`src/rtl/jtag_host_driver.sv`:
```
// JTAG initiator: turns TAP_RESET / SHIFT_IR / SHIFT_DR / IDLE commands into
// TCK/TMS/TDI waveforms and returns the captured TDO bits as one response.
module jtag_host_driver #(
  parameter int unsigned ClkDiv = 4,
  parameter int unsigned MaxLen = 64,
  parameter int unsigned LenW   = $clog2(MaxLen + 1)
) (
  input  logic              clk_i,
  input  logic              rst_ni,
  input  logic              cmd_valid_i,
  output logic              cmd_ready_o,
  input  logic [1:0]        cmd_op_i,
  input  logic [LenW-1:0]   cmd_len_i,
  input  logic [MaxLen-1:0] cmd_data_i,
  output logic              rsp_valid_o,
  input  logic              rsp_ready_i,
  output logic [MaxLen-1:0] rsp_data_o,
  output logic              trst_no,
  output logic              tck_o,
  output logic              tms_o,
  output logic              tdi_o,
  input  logic              tdo_i
);

  localparam int unsigned DivW  = (ClkDiv > 1) ? $clog2(ClkDiv) : 1;
  localparam int unsigned IdxW  = (MaxLen > 1) ? $clog2(MaxLen) : 1;
  // Room for the longest preamble + shift + postamble, plus one.
  localparam int unsigned StepW = $clog2(MaxLen + 9);

  typedef enum logic [1:0] {
    OP_TAP_RESET = 2'd0,
    OP_SHIFT_IR  = 2'd1,
    OP_SHIFT_DR  = 2'd2,
    OP_IDLE      = 2'd3
  } op_e;

  typedef enum logic [2:0] {
    ST_IDLE  = 3'd0,
    ST_PRE   = 3'd1,
    ST_SHIFT = 3'd2,
    ST_POST  = 3'd3,
    ST_RESP  = 3'd4
  } state_e;

  state_e            r_state;
  op_e               r_op;
  logic [MaxLen-1:0] r_data;
  logic [LenW-1:0]   r_len;
  logic [StepW-1:0]  r_idx;
  logic [IdxW-1:0]   r_bit;
  logic [DivW-1:0]   r_div;
  logic              r_phase;
  logic              r_run;
  logic              r_tck;
  logic              r_tms;
  logic              r_tdi;
  logic              r_trst;
  logic              r_cmd_ready;
  logic              r_rsp_valid;
  logic [MaxLen-1:0] r_rsp_data;

  op_e               w_cmd_op;
  logic [LenW-1:0]   w_eff_len;
  logic [StepW-1:0]  w_pre_n;
  logic [StepW-1:0]  w_shift_n;
  logic [StepW-1:0]  w_post_n;
  logic [StepW-1:0]  w_shift_end;
  logic [StepW-1:0]  w_total;
  logic [StepW-1:0]  w_rel_shift;
  logic [StepW-1:0]  w_rel_post;
  logic              w_has_step;
  logic              w_is_shift_op;
  logic              w_div_last;
  state_e            w_step_state;
  logic              w_step_tms;
  logic              w_step_tdi;
  logic              w_step_trst;
  logic [IdxW-1:0]   w_step_bit;

  assign w_cmd_op      = op_e'(cmd_op_i);
  assign w_is_shift_op = (r_op == OP_SHIFT_IR) || (r_op == OP_SHIFT_DR);
  assign w_div_last    = (r_div == DivW'(ClkDiv - 1));
  assign w_shift_end   = w_pre_n + w_shift_n;
  assign w_total       = w_shift_end + w_post_n;
  assign w_has_step    = (r_idx < w_total);
  assign w_rel_shift   = r_idx - w_pre_n;
  assign w_rel_post    = r_idx - w_shift_end;

  // Effective length: clamp to MaxLen, zero-length shifts become one bit.
  always_comb begin
    w_eff_len = cmd_len_i;
    if (cmd_len_i > LenW'(MaxLen)) begin
      w_eff_len = LenW'(MaxLen);
    end else if ((cmd_len_i == '0) &&
                 ((w_cmd_op == OP_SHIFT_IR) || (w_cmd_op == OP_SHIFT_DR))) begin
      w_eff_len = LenW'(1);
    end
  end

  // Step counts of each phase for the latched command.
  always_comb begin
    w_pre_n   = '0;
    w_shift_n = StepW'(r_len);
    w_post_n  = '0;
    case (r_op)
      OP_TAP_RESET: begin
        w_pre_n   = StepW'(6);
        w_shift_n = '0;
        w_post_n  = StepW'(1);
      end
      OP_SHIFT_IR: begin
        w_pre_n  = StepW'(4);
        w_post_n = StepW'(2);
      end
      OP_SHIFT_DR: begin
        w_pre_n  = StepW'(3);
        w_post_n = StepW'(2);
      end
      default: ;
    endcase
  end

  // Pin values for the step with global index r_idx.
  always_comb begin
    w_step_state = ST_POST;
    w_step_tms   = 1'b0;
    w_step_tdi   = 1'b0;
    w_step_trst  = 1'b1;
    w_step_bit   = IdxW'(w_rel_shift);
    if (r_idx < w_pre_n) begin
      w_step_state = ST_PRE;
      case (r_op)
        OP_TAP_RESET: begin
          w_step_tms  = 1'b1;
          w_step_trst = (r_idx != '0);
        end
        OP_SHIFT_IR: w_step_tms = (r_idx < StepW'(2));
        OP_SHIFT_DR: w_step_tms = (r_idx == '0);
        default: ;
      endcase
    end else if (r_idx < w_shift_end) begin
      w_step_state = ST_SHIFT;
      if (w_is_shift_op) begin
        w_step_tdi = r_data[w_step_bit];
        w_step_tms = (w_rel_shift == (w_shift_n - StepW'(1)));
      end
    end else begin
      w_step_tms = w_is_shift_op && (w_rel_post == '0);
    end
  end

  // Command FSM and TCK step engine; the next step is launched on the same
  // edge the previous one ends so every TCK half-period is exactly ClkDiv.
  always_ff @(posedge clk_i) begin
    if (!rst_ni) begin
      r_state     <= ST_IDLE;
      r_op        <= OP_IDLE;
      r_data      <= '0;
      r_len       <= '0;
      r_idx       <= '0;
      r_bit       <= '0;
      r_div       <= '0;
      r_phase     <= 1'b0;
      r_run       <= 1'b0;
      r_tck       <= 1'b0;
      r_tms       <= 1'b1;
      r_tdi       <= 1'b0;
      r_trst      <= 1'b0;
      r_cmd_ready <= 1'b0;
      r_rsp_valid <= 1'b0;
      r_rsp_data  <= '0;
    end else begin
      case (r_state)
        ST_IDLE: begin
          r_trst      <= 1'b1;
          r_cmd_ready <= !r_rsp_valid;
          if (cmd_valid_i && r_cmd_ready) begin
            r_cmd_ready <= 1'b0;
            r_op        <= w_cmd_op;
            r_data      <= cmd_data_i;
            r_len       <= w_eff_len;
            r_idx       <= '0;
            r_run       <= 1'b0;
            r_rsp_data  <= '0;
            r_state     <= ST_PRE;
          end
        end
        ST_PRE, ST_SHIFT, ST_POST: begin
          if (!r_run || (r_phase && w_div_last)) begin
            r_tck   <= 1'b0;
            r_div   <= '0;
            r_phase <= 1'b0;
            if (w_has_step) begin
              r_run   <= 1'b1;
              r_state <= w_step_state;
              r_tms   <= w_step_tms;
              r_tdi   <= w_step_tdi;
              r_trst  <= w_step_trst;
              r_bit   <= w_step_bit;
              r_idx   <= r_idx + StepW'(1);
            end else begin
              r_run       <= 1'b0;
              r_state     <= ST_RESP;
              r_rsp_valid <= 1'b1;
            end
          end else if (w_div_last) begin
            r_div   <= '0;
            r_tck   <= 1'b1;
            r_phase <= 1'b1;
            if ((r_state == ST_SHIFT) && w_is_shift_op) begin
              r_rsp_data[r_bit] <= tdo_i;
            end
          end else begin
            r_div <= r_div + DivW'(1);
          end
        end
        ST_RESP: begin
          if (rsp_ready_i) begin
            r_rsp_valid <= 1'b0;
            r_state     <= ST_IDLE;
          end
        end
        default: r_state <= ST_IDLE;
      endcase
    end
  end

  assign cmd_ready_o = r_cmd_ready;
  assign rsp_valid_o = r_rsp_valid;
  assign rsp_data_o  = r_rsp_data;
  assign trst_no     = r_trst;
  assign tck_o       = r_tck;
  assign tms_o       = r_tms;
  assign tdi_o       = r_tdi;

endmodule

```
`config.mk`:
```
export PLATFORM = sky130hd
export DESIGN_NAME = jtag_host_driver
export DESIGN_NICKNAME = d
export VERILOG_FILES = /design/src/rtl/jtag_host_driver.sv
export SDC_FILE = /design/constraint.sdc
export NUM_CORES = 1
export LEC_CHECK = 0
export ABC_AREA = 1
export BUFFER_PORTS_ARGS = -buffer_cell sky130_fd_sc_hd__buf_2
export CORE_UTILIZATION = 47
export CTS_BUF_LIST = sky130_fd_sc_hd__clkbuf_8 sky130_fd_sc_hd__clkbuf_16
export DETAILED_ROUTE_END_ITERATION = 6
export GPL_ROUTABILITY_DRIVEN = 0
export PLACE_DENSITY_LB_ADDON = 0.12
export SLEW_MARGIN = 10
export SYNTH_ARGS = -nofsm -noshare
export SYNTH_HDL_FRONTEND = slang
export SYNTH_SLANG_ARGS = --single-unit
```
`constraint.sdc`:
```
create_clock -name clk_i -period 8.1 [get_ports clk_i]
set_input_delay 0.405 -clock clk_i [delete_from_list [all_inputs] [get_ports clk_i]]
set_output_delay 0.405 -clock clk_i [all_outputs]
set_load 0.01 [all_outputs]
```
# Yosys cells after proc, flatten, opt, wreduce, memory -nomap -nowiden
# Cells that the tools add are included.
# totals
reg_bits	162
latch_bits	0
mem_bits_rw	0
rom_bits	0
inputBits	78
out_inout_bits	70
word_cells	130
memories	0
# op_classes
addsub	7
multipliers	0
n_div	0
n_lt_le_gt_ge	8
eq_ne	18
n_shift	0
mux	51
n_bitwise	0
n_reduce_logical	31
# op_table
cell	count
$mux 64	4
$pmux 64 s2	1
$bwmux 64	1
$mux 7	6
$mux 1	22
$logic_not 7->1	3
$lt 7x7->1	3
$pmux 3 s3	2
$ne 2x2->1 const B	8
$add 7x7->7	2
$lt 6x7->1 const B	2
$pmux 7 s2	1
$sub 7x7->7	2
$mux 3	4
$reduce_and 3->1	4
$reduce_and 4->1	2
$add 7x1->7 const B	1
$eq 7x7->1	1
$gt 7x7->1 const B	1
$lt 7x2->1 const B	1
$reduce_bool 7->1	1
$sub 7x1->7 const B	1
$bmux 1 s6	1
$demux 1 s6	1
other kinds (21)	40

# Longest topological paths before layout
# Gate-level depths: netlist of the first run.
# depth
depth_word	9
depth_mapped	31
ltp_nobuf	31

# Worst setup path before layout of the first run
# OpenSTA, ideal clock, no wires.
# synth_path
path_type	reg2reg
start	register r_op[0]
end	register r_bit[2]
setup_ps	120
arrival_ps	4099
required_time_ps	7980
slack_ps	3881
path_stages_with_launch	25
path_buffers	1
synth_period_minus_slack_ps	4219
cell_sequence	dfxtp_1 -> inv_1 -> ha_1 -> inv_2 -> nand2_1 -> inv_1 -> ha_1 -> inv_1 -> fa_1 -> fa_1 -> inv_1 -> nand2_1 -> nor2_2 -> nand3_1 -> nand2_1 -> nand2_1 -> ha_1 -> a21oi_1 -> o21ai_0 -> or2_2 -> nor2_1 -> nand2_1 -> buf_2 -> o21ai_0 -> a21oi_1
# synth_between
elab_chain_len	6
elab_cells_between_ends	12
cone_classes	3 x add/sub; 1 x order compare; 2 x eq/ne; 3 x mux; 3 x reduce/logical
# synth_lines
element	line	rtl
start, declared	46	op_e r_op;
start signal, assigned	179	r_op <= w_cmd_op;
$eq 2x2->1, or another cell as far along	105	case (r_op)
$pmux 3 s3, or another cell as far along	105	
$add 7x7->7 or $pmux 2 s2 (tied branches)	83, 105	
$add 7x7->7	84	assign w_total = w_shift_end + w_post_n;
$lt 7x7->1	85	assign w_has_step = (r_idx < w_total);
$reduce_and 3->1 (no source line)	n/a	
end signal, assigned	199	r_bit <= w_step_bit;
end, declared	50	logic [IdxW-1:0] r_bit;
# Several ways; a longest one is shown, not always the timed one.
# A chain may end at the register's enable or synchronous reset.

# Worst setup path after layout of the first run
# layout_path
start	register r_op[0]
end	register r_bit[3]
# Same word-level chain as after synthesis.

==> reports/metrics.cfg, run 1 <==
[clock_tree]
cts.clk_slew.worst_paths_ps = 70
cts_setup_buffers = 0
cts_sinks = 162
holdBufCountCts = 0
cts-root-buf = clkbuf_16
htreeDepth = 4
cts_buffers = 17
clk_latency_ps = 430
cts_tree = yes
ctsLongestPathBuffers = 2
ctsResizeCount = 0

[route]
drt_wl_total_mm = 24.2
drt-wirelength-per-cell_um = 14.7
drt_first_pass_iters = 6
via_per_inst = 5.31
dr_total_vias = 8735
first_iter_violations = 691
remaining_drc_errors = 0
drtAntennaViolNets = 0

[cells_and_area]
nets = 1515
drive_gt1_frac = 0.145
final_common_cell = nor2_1
num_antenna_cells = 0
area.growth.synth_to_final_pct = 16.4
final_cell_mix = 252 x nor2_1, 215 x nand2_1, 164 x o21ai_0, 162 x dfxtp_1, 149 x a21oi_1

[global_route]
grt_pass1_wl_mm = 39.2
antenna_found_initial = 0
globalRouteOverflowTotal = 0
grt_pass1_vias = 7742
grt_max_degree = 85
grt_use_total = 0.264

[logic_synthesis]
seq_area_frac_synth = 0.379
ys.warnings.count = 0
synth_nets = 1408
syn_inst = 1296
yosys_most_used_dff = dfxtp_1
synth_cell_type_count = 37
async_flop_share = 0
ys_seq_elements = 162
syn-cell-area_mm2 = 0.00857
syn_area_per_cell_um2 = 6.61
synth_edf_count = 0

[outcome]
status = completed

[sta]
period_minus_slack_ps = 4960
rsz0062_at_grt = false
timing.fmax_ghz = 0.202
finalCritPeriodShare = 0.613
maxSlewHeadroom = 0.481
timing.hold.ws_ps = 204
setup_slack_ps = 3140
finalClockSkew_ps = 12.2
finalMaxSlewViolations = 0
hold_violations = 0
final-setup-viol-count = 0
tightestPinTransition_ps = 778
final.setup.tns_ps = 0

[placement]
preCtsSetupSlack_ps = 3180
hpwl_mm = 16.2
io_buffers = 147

[min_path]
worstHoldPathType = primary input to flop
min_to = r_data[42]
hold_start = cmd_data_i[42]
holdPathStages = 3

[setup_path]
criticalPathCategory = flop to flop
worstPathRequired_ps = 8460
cp_max_fo = 15
r2r_setup_slack_ps = 3140
end_kind = flop
reg2reg_to = r_bit[3]
cp-start-kind = flop
cp_data_arrival_time_ps = 5320
r2r-start = r_op[0]
rr_worst_depth = 24

[power_and_ir_drop]
leakagePower_nw = 4.45
power_density_mw_per_mm2 = 320
vdd_drop_max_mv = 0.203

[floorplanning]
placementRows = 49
fp.dieW_um = 137
fp.dieH_um = 137
core_area_mm2 = 0.0179
io_pins = 148
die_area_mm2 = 0.0188
start_util = 0.479

[flow_run]
max-cap-violations = 0

-- routing by layer --
layer,share of wire,global-route usage,vias to the layer above,routed length [um]
li1,-,-,4473,-
met4,0.013,0.0745,0,313
met2,0.45,0.400,231,10800
met3,0.045,0.0441,24,1100
met5,0,0,-,0
met1,0.49,0.381,4007,11900
-- logic make-up after synthesis --
group | count (synthesis) | synth area share
fa+ha+maj | 34 | 0.0532
flops | 162 | 0.379
compound gates | 328 | 0.196
buf+inv | 168 | 0.0790
xor+xnor | 7 | 0.00716
simple gates | 597 | 0.286
-- worst max-delay path by stage --
| stage | to | from | cells past startpoint |
|---|---|---|---|
| detailed placement | r_bit[3] | r_op[0] | 24 |
| finish | r_bit[3] | r_op[0] | 24 |
| floorplan | r_bit[2] | r_op[0] | 24 |
| global route | r_bit[3] | r_op[0] | 24 |
| CTS | r_bit[3] | r_op[0] | 24 |
| global placement | r_bit[3] | r_op[0] | 24 |
-- critical path, stage by stage, from the launching register on --
cell,delay (ps)
dfxtp_1,380
inv_1,140
ha_1,330
inv_2,200
nand2_1,200
inv_1,130
ha_1,170
inv_1,50
fa_1,540
fa_1,450
inv_1,60
nand2_1,70
nor2_2,180
nand3_1,100
nand2_1,60
nand2_1,50
ha_1,280
a21oi_1,140
o21ai_0,80
or2_2,320
nor2_1,170
nand2_1,330
inv_1,190
o21ai_0,100
a21oi_1,150
-- where the power goes --
group,internal (mW),switching [mW],total (mW)
sequential,0.917,0.0724,0.989
clock,0.516,0.341,0.857
combinational,0.397,0.944,1.34
total,1.83,1.36,3.19
-- stage by stage --
stage / util / instances / total power [mW] / instance area [um^2]
final: 0.557 / 1645 / 3.19 / 9970
after global routing: 0.557 / 1645 / 3.44 / 9970
after CTS: 0.557 / 1645 / 3.19 / 9970
after global placement: 0.523 / 1613 / 2.33 / 9360
after floorplan: - / 1296 / 1.99 / 8570
after detailed placement: 0.523 / 1613 / 2.33 / 9360
-- flip-flops by register name, summed over array words and instances (netlist names) --
register	cells
cmd_ready_o	1
r_bit	6
r_data	64
r_div	2
r_idx	7
r_len	7
r_op	2
r_run	1
r_state	3
rsp_data_o	64
rsp_valid_o	1
tck_o	1
tdi_o	1
tms_o	1
trst_no	1
-- area by class of cell --
type / instances / area (um^2)
well taps: 229 / 287
multi-input cells: 966 / 4650
flip-flops and latches: 162 / 3240
repair buffers: 154 / 788
inverters: 102 / 385
fillers: 1820 / 7930
clock buffers: 17 / 425
clock inverters: 15 / 193
-- synth_stat cells (2+ instances only) --
library cell	n	area share
nor2_1	252	0.11
nand2_1	215	0.094
o21ai_0	164	0.096
dfxtp_1	162	0.38
a21oi_1	149	0.087
nand3_1	102	0.060
inv_1	98	0.043
clkbuf_1	37	0.016
ha_1	30	0.044
buf_2	16	0.0093
nand4_1	9	0.0066
buf_1	6	0.0026
buf_4	6	0.0053
nor2_2	6	0.0044
a211oi_1	5	0.0044
fa_1	4	0.0093
xor2_1	4	0.0041
nand2_2	3	0.0022
nor3_1	3	0.0018
xnor2_1	3	0.0031
inv_2	2	0.00088
nor2_4	2	0.0026
nor4_1	2	0.0015
o21ai_1	2	0.0012
o21ai_2	2	0.0020
Note: power is estimated with default switching activity, not from simulation.
==> run 2, diff against run 1 <==
clock period = 4.9 ns   (was 8.1 ns; I/O delays follow)
==> reports/metrics.cfg, run 2 (synthesis gave the netlist of run 1 again) <==
[global_route]
grt_max_degree = 74
grt_pass1_wl_mm = 39.2
globalRouteOverflowTotal = 0
grt_use_total = 0.267
antenna_found_initial = 0
grt_pass1_vias = 7765

[setup_path]
max_stage_delay_ps = 550
criticalPathCategory = flop to flop
slowest_stage = fa_1
worstPathRequired_ps = 5260
reg2reg_to = tdi_o
r2r_setup_slack_ps = 450
rr_worst_depth = 24
cp_max_fo = 15
path_cells = inv_1 -> ha_1 -> inv_2 -> nand2_1 -> inv_1 -> ha_1 -> inv_1 -> fa_1 -> fa_1 -> inv_1 -> nand2_1 -> nor2_2 -> nand3_1 -> nand2_1 -> nand2_1 -> ha_1 -> a21oi_1 -> o21ai_0 -> or2_2 -> nor2_2 -> nand2_4 -> nor2_1 -> nand3_1 -> a21oi_1
crit_start = r_op[0]
r2r-start = r_op[0]
cp_data_arrival_time_ps = 4810
crit_end = tdi_o
end_kind = flop
cp-start-kind = flop

[sta]
hold_violations = 0
final-setup-viol-count = 0
period_minus_slack_ps = 4450
rsz0062_at_grt = false
timing.fmax_ghz = 0.225
final.setup.tns_ps = 0
finalCritPeriodShare = 0.909
maxSlewHeadroom = 0.472
tightestPinTransition_ps = 790
finalClockSkew_ps = 12.0
finalMaxSlewViolations = 0

[route]
first_iter_violations = 737
drt-wirelength-per-cell_um = 14.8
drtAntennaViolNets = 0
via_per_inst = 5.30
dr_total_vias = 8746
drt_wl_total_mm = 24.4
drt_first_pass_iters = 5
remaining_drc_errors = 0

[clock_tree]
holdBufCountCts = 0
cts_sinks = 162
cts.clk_slew.worst_paths_ps = 70
htreeDepth = 4
clk_latency_ps = 430
cts_buffers = 17
cts_tree = yes
ctsLongestPathBuffers = 2
cts-root-buf = clkbuf_16
cts_setup_buffers = 0

[cells_and_area]
nets = 1519
num_antenna_cells = 0
final_cell_mix = 251 x nor2_1, 214 x nand2_1, 164 x o21ai_0, 162 x dfxtp_1, 149 x a21oi_1
area.growth.synth_to_final_pct = 16.8
final_common_cell = nor2_1
final_cell_area_mm2 = 0.0100
drive_gt1_frac = 0.151

[power_and_ir_drop]
power_density_mw_per_mm2 = 526
p_comb_frac = 0.426
leakagePower_nw = 4.46
seq_power_share = 0.311
power_frac_clock = 0.263
p_sw_mw = 2.28
vdd_drop_max_mv = 0.382
internal-power_mw = 2.98
netSwitchingFraction = 0.433
power.total_mw = 5.26

[flow_run]
max-cap-violations = 0

[outcome]
status = completed

[floorplanning]
core_area_mm2 = 0.0179
start_util = 0.479
placementRows = 49
io_pins = 148
fp.dieW_um = 137
fp.dieH_um = 137
die_area_mm2 = 0.0188

[min_path]
worstHoldPathType = primary input to flop

[placement]
hpwl_mm = 16.5
io_buffers = 147
placed_area_mm2 = 0.00939

[run 2: layout make-up]
cell class	count	area, um^2
clock buffers	20	467
fillers	1856	7900
well taps	229	287
multi-input cells	966	4660
flip-flops and latches	162	3240
clock inverters	12	143
repair buffers	158	818
inverters	102	385
[run 2: how the worst min path moves through the flow]
stage                            end  slack, ps  cells after the start      startpoint
final                     r_data[55]         30                      3  cmd_data_i[55]
after global routing      r_data[54]         30                      3  cmd_data_i[54]
after CTS                 r_data[58]         20                      3  cmd_data_i[58]
after detailed placement  r_data[53]        440                      2      r_data[53]
after global placement    r_data[53]        440                      2      r_data[53]
after floorplan              r_op[0]        370                      2     cmd_op_i[0]
[run 2: metrics by stage]
| stage | std cells | hold slack, ps | utilization | setup slack (ps) |
|---|---|---|---|---|
| after floorplan | 1296 | 371 | - | 681 |
| after global placement | 1617 | 437 | 0.524 | 434 |
| after detailed placement | 1617 | 441 | 0.524 | 293 |
| after CTS | 1649 | 24.5 | 0.558 | 287 |
| after global routing | 1649 | 33.1 | 0.559 | 0.144 |
| final | 1649 | 34.0 | 0.559 | 447 |
[run 2: metal layers]
| layer | share of wire | global-route usage |
|---|---|---|
| met1 | 0.48 | 0.374 |
| met2 | 0.44 | 0.405 |
| met3 | 0.059 | 0.0507 |
| met4 | 0.022 | 0.0940 |
| met5 | 0 | 0 |
[run 2: power by group through the flow]
stage / registers (mW) / logic, mW / clock network (mW)
5_1_grt: 1.66 / 2.56 / 1.46
3_3_place_gp: 1.66 / 2.19 / 0
2_1_floorplan: 1.64 / 1.65 / 0
4_1_cts: 1.63 / 2.22 / 1.40
6_report: 1.64 / 2.24 / 1.38
3_5_place_dp: 1.66 / 2.21 / 0
[run 2: worst max-delay path, delay by kind of cell, from the launching register on]
family / cells / cell delay (ps)
AOI/OAI and AO/OA: 3 / 350
adders and majority gates: 5 / 1690
buffers and inverters: 5 / 520
DFF: 1 / 380
and+or+nand+nor: 11 / 1440
[run 2: repair_timing]
item | 4_1_cts | 5_1_grt
resized for setup | 0 | 3
setup endpoints to repair | 0 | 9
endpoints found under the hold margin | 0 | 0
==> run 3, diff against run 2 <==
CAP_MARGIN = 20   (was not set)
CORE_ASPECT_RATIO = 0.5   (was not set)
clock period = 4.76 ns   (was 4.9 ns; I/O delays follow)
==> reports/metrics.cfg, run 3 (synthesis gave the netlist of run 1 again) <==
[outcome]
status = complete, but fails checks
violations = DRC

[sta]
finalMaxSlewViolations = 0
timing.fmax_ghz = 0.225
maxSlewHeadroom = 0.467
setup_slack_ps = 321
finalCritPeriodShare = 0.933
hold_violations = 0
period_minus_slack_ps = 4440
timing.hold.ws_ps = 26.2
final-setup-viol-count = 0
finalClockSkew_ps = 12.1
tightestPinTransition_ps = 798

[route]
drt_first_pass_iters = 7
drt-wirelength-per-cell_um = 14.9
via_per_inst = 5.35
dr_total_vias = 8855
drt_wl_total_mm = 24.6
first_iter_violations = 535
drtAntennaViolNets = 0
remaining_drc_errors = 14

[setup_path]
r2r-start = r_op[0]
cp-start-kind = flop
criticalPathCategory = flop to flop
r2r_setup_slack_ps = 320
crit_start = r_op[0]
cp_data_arrival_time_ps = 4790
end_kind = flop
cp_max_fo = 15
worstPathRequired_ps = 5120
rr_worst_depth = 26

[cells_and_area]
drive_gt1_frac = 0.151
final_common_cell = nor2_1
multi_input_area_mm2 = 0.00466
regArea_mm2 = 0.00324
final_cell_mix = 251 x nor2_1, 214 x nand2_1, 164 x o21ai_0, 162 x dfxtp_1, 149 x a21oi_1
num_antenna_cells = 0
area.growth.synth_to_final_pct = 16.5
final_cell_area_mm2 = 0.00998
n_fill_cell = 1763
nets = 1520

[global_route]
globalRouteOverflowTotal = 0
grt_pass1_vias = 8180
grt_max_degree = 74
grt_use_total = 0.265
grt_pass1_wl_mm = 40.0
antenna_found_initial = 1

[clock_tree]
cts.clk_slew.worst_paths_ps = 70
htreeDepth = 4
cts_buffers = 17
ctsLongestPathBuffers = 2
cts-root-buf = clkbuf_16
ctsResizeCount = 0
cts_sinks = 162
clk_latency_ps = 430
cts_tree = yes
holdBufCountCts = 0
cts_setup_buffers = 0

[floorplanning]
fp.dieH_um = 97.5
start_util = 0.487
placementRows = 34
io_pins = 148
core_area_mm2 = 0.0176
fp.dieW_um = 193
die_area_mm2 = 0.0188

[flow_run]
max-cap-violations = 0

[power_and_ir_drop]
vdd_drop_max_mv = 0.297
leakagePower_nw = 4.45
power_density_mw_per_mm2 = 538

[min_path]
hold_start = cmd_data_i[2]
worstHoldPathType = primary input to flop
holdPathStages = 3

[placement]
hpwl_mm = 16.6
io_buffers = 147
preCtsSetupSlack_ps = 180
placed_area_mm2 = 0.00940

[run 3: cell count changes in the layout (fill, tap and decap cells not counted), sizes merged]
cell    delta
clkinv     +3
buf        +1
inv        -2
bufinv     -1
[run 3: area by class of cell]
cell class                 count  share of cell area
tap                          234              0.0293
timing repair buffer         159              0.0827
clock inverter                12              0.0107
clock buffer                  20              0.0467
multi-input combinational    966               0.467
sequential                   162               0.325
inverter                     102              0.0386
[run 3: per-stage QoR]
step	instances	TNS (ps)	power, mW	utilization
after floorplan	1296	0	3.39	-
after global placement	1623	0	3.97	0.534
after detailed placement	1623	0	4.01	0.534
after CTS	1655	0	5.37	0.566
after global routing	1655	-4.71	5.78	0.567
final	1655	0	5.37	0.567
[run 3: routing by layer]
metal / global-route usage / routed length (um)
met5: 0 / 0
met4: 0.0847 / 369
met3: 0.0491 / 1460
met2: 0.401 / 10800
met1: 0.379 / 12100
[run 3: final timing paths]
path,end
max,r_bit[3]
min,r_data[2]
max reg2reg,r_bit[3]
min reg2reg,r_data[57]
[run 3: worst max-delay path, stage by stage (launching register included)]
cell,delay (ps)
dfxtp_1,400
inv_1,140
ha_1,250
inv_2,100
nand2_1,70
inv_1,70
ha_1,160
inv_1,50
fa_1,550
fa_1,440
inv_1,60
nand2_1,70
nor2_2,190
nand3_1,100
nand2_1,70
nand2_1,50
ha_1,290
nand2_1,100
inv_1,50
nand3_1,70
a21oi_1,50
or2_2,310
nor2_2,180
nand2_4,150
inv_1,130
o21ai_0,90
a21oi_1,150
[run 3: power breakdown]
| group | internal [mW] | switching [mW] |
|---|---|---|
| sequential | 1.56 | 0.132 |
| clock | 0.762 | 0.586 |
| combinational | 0.687 | 1.64 |
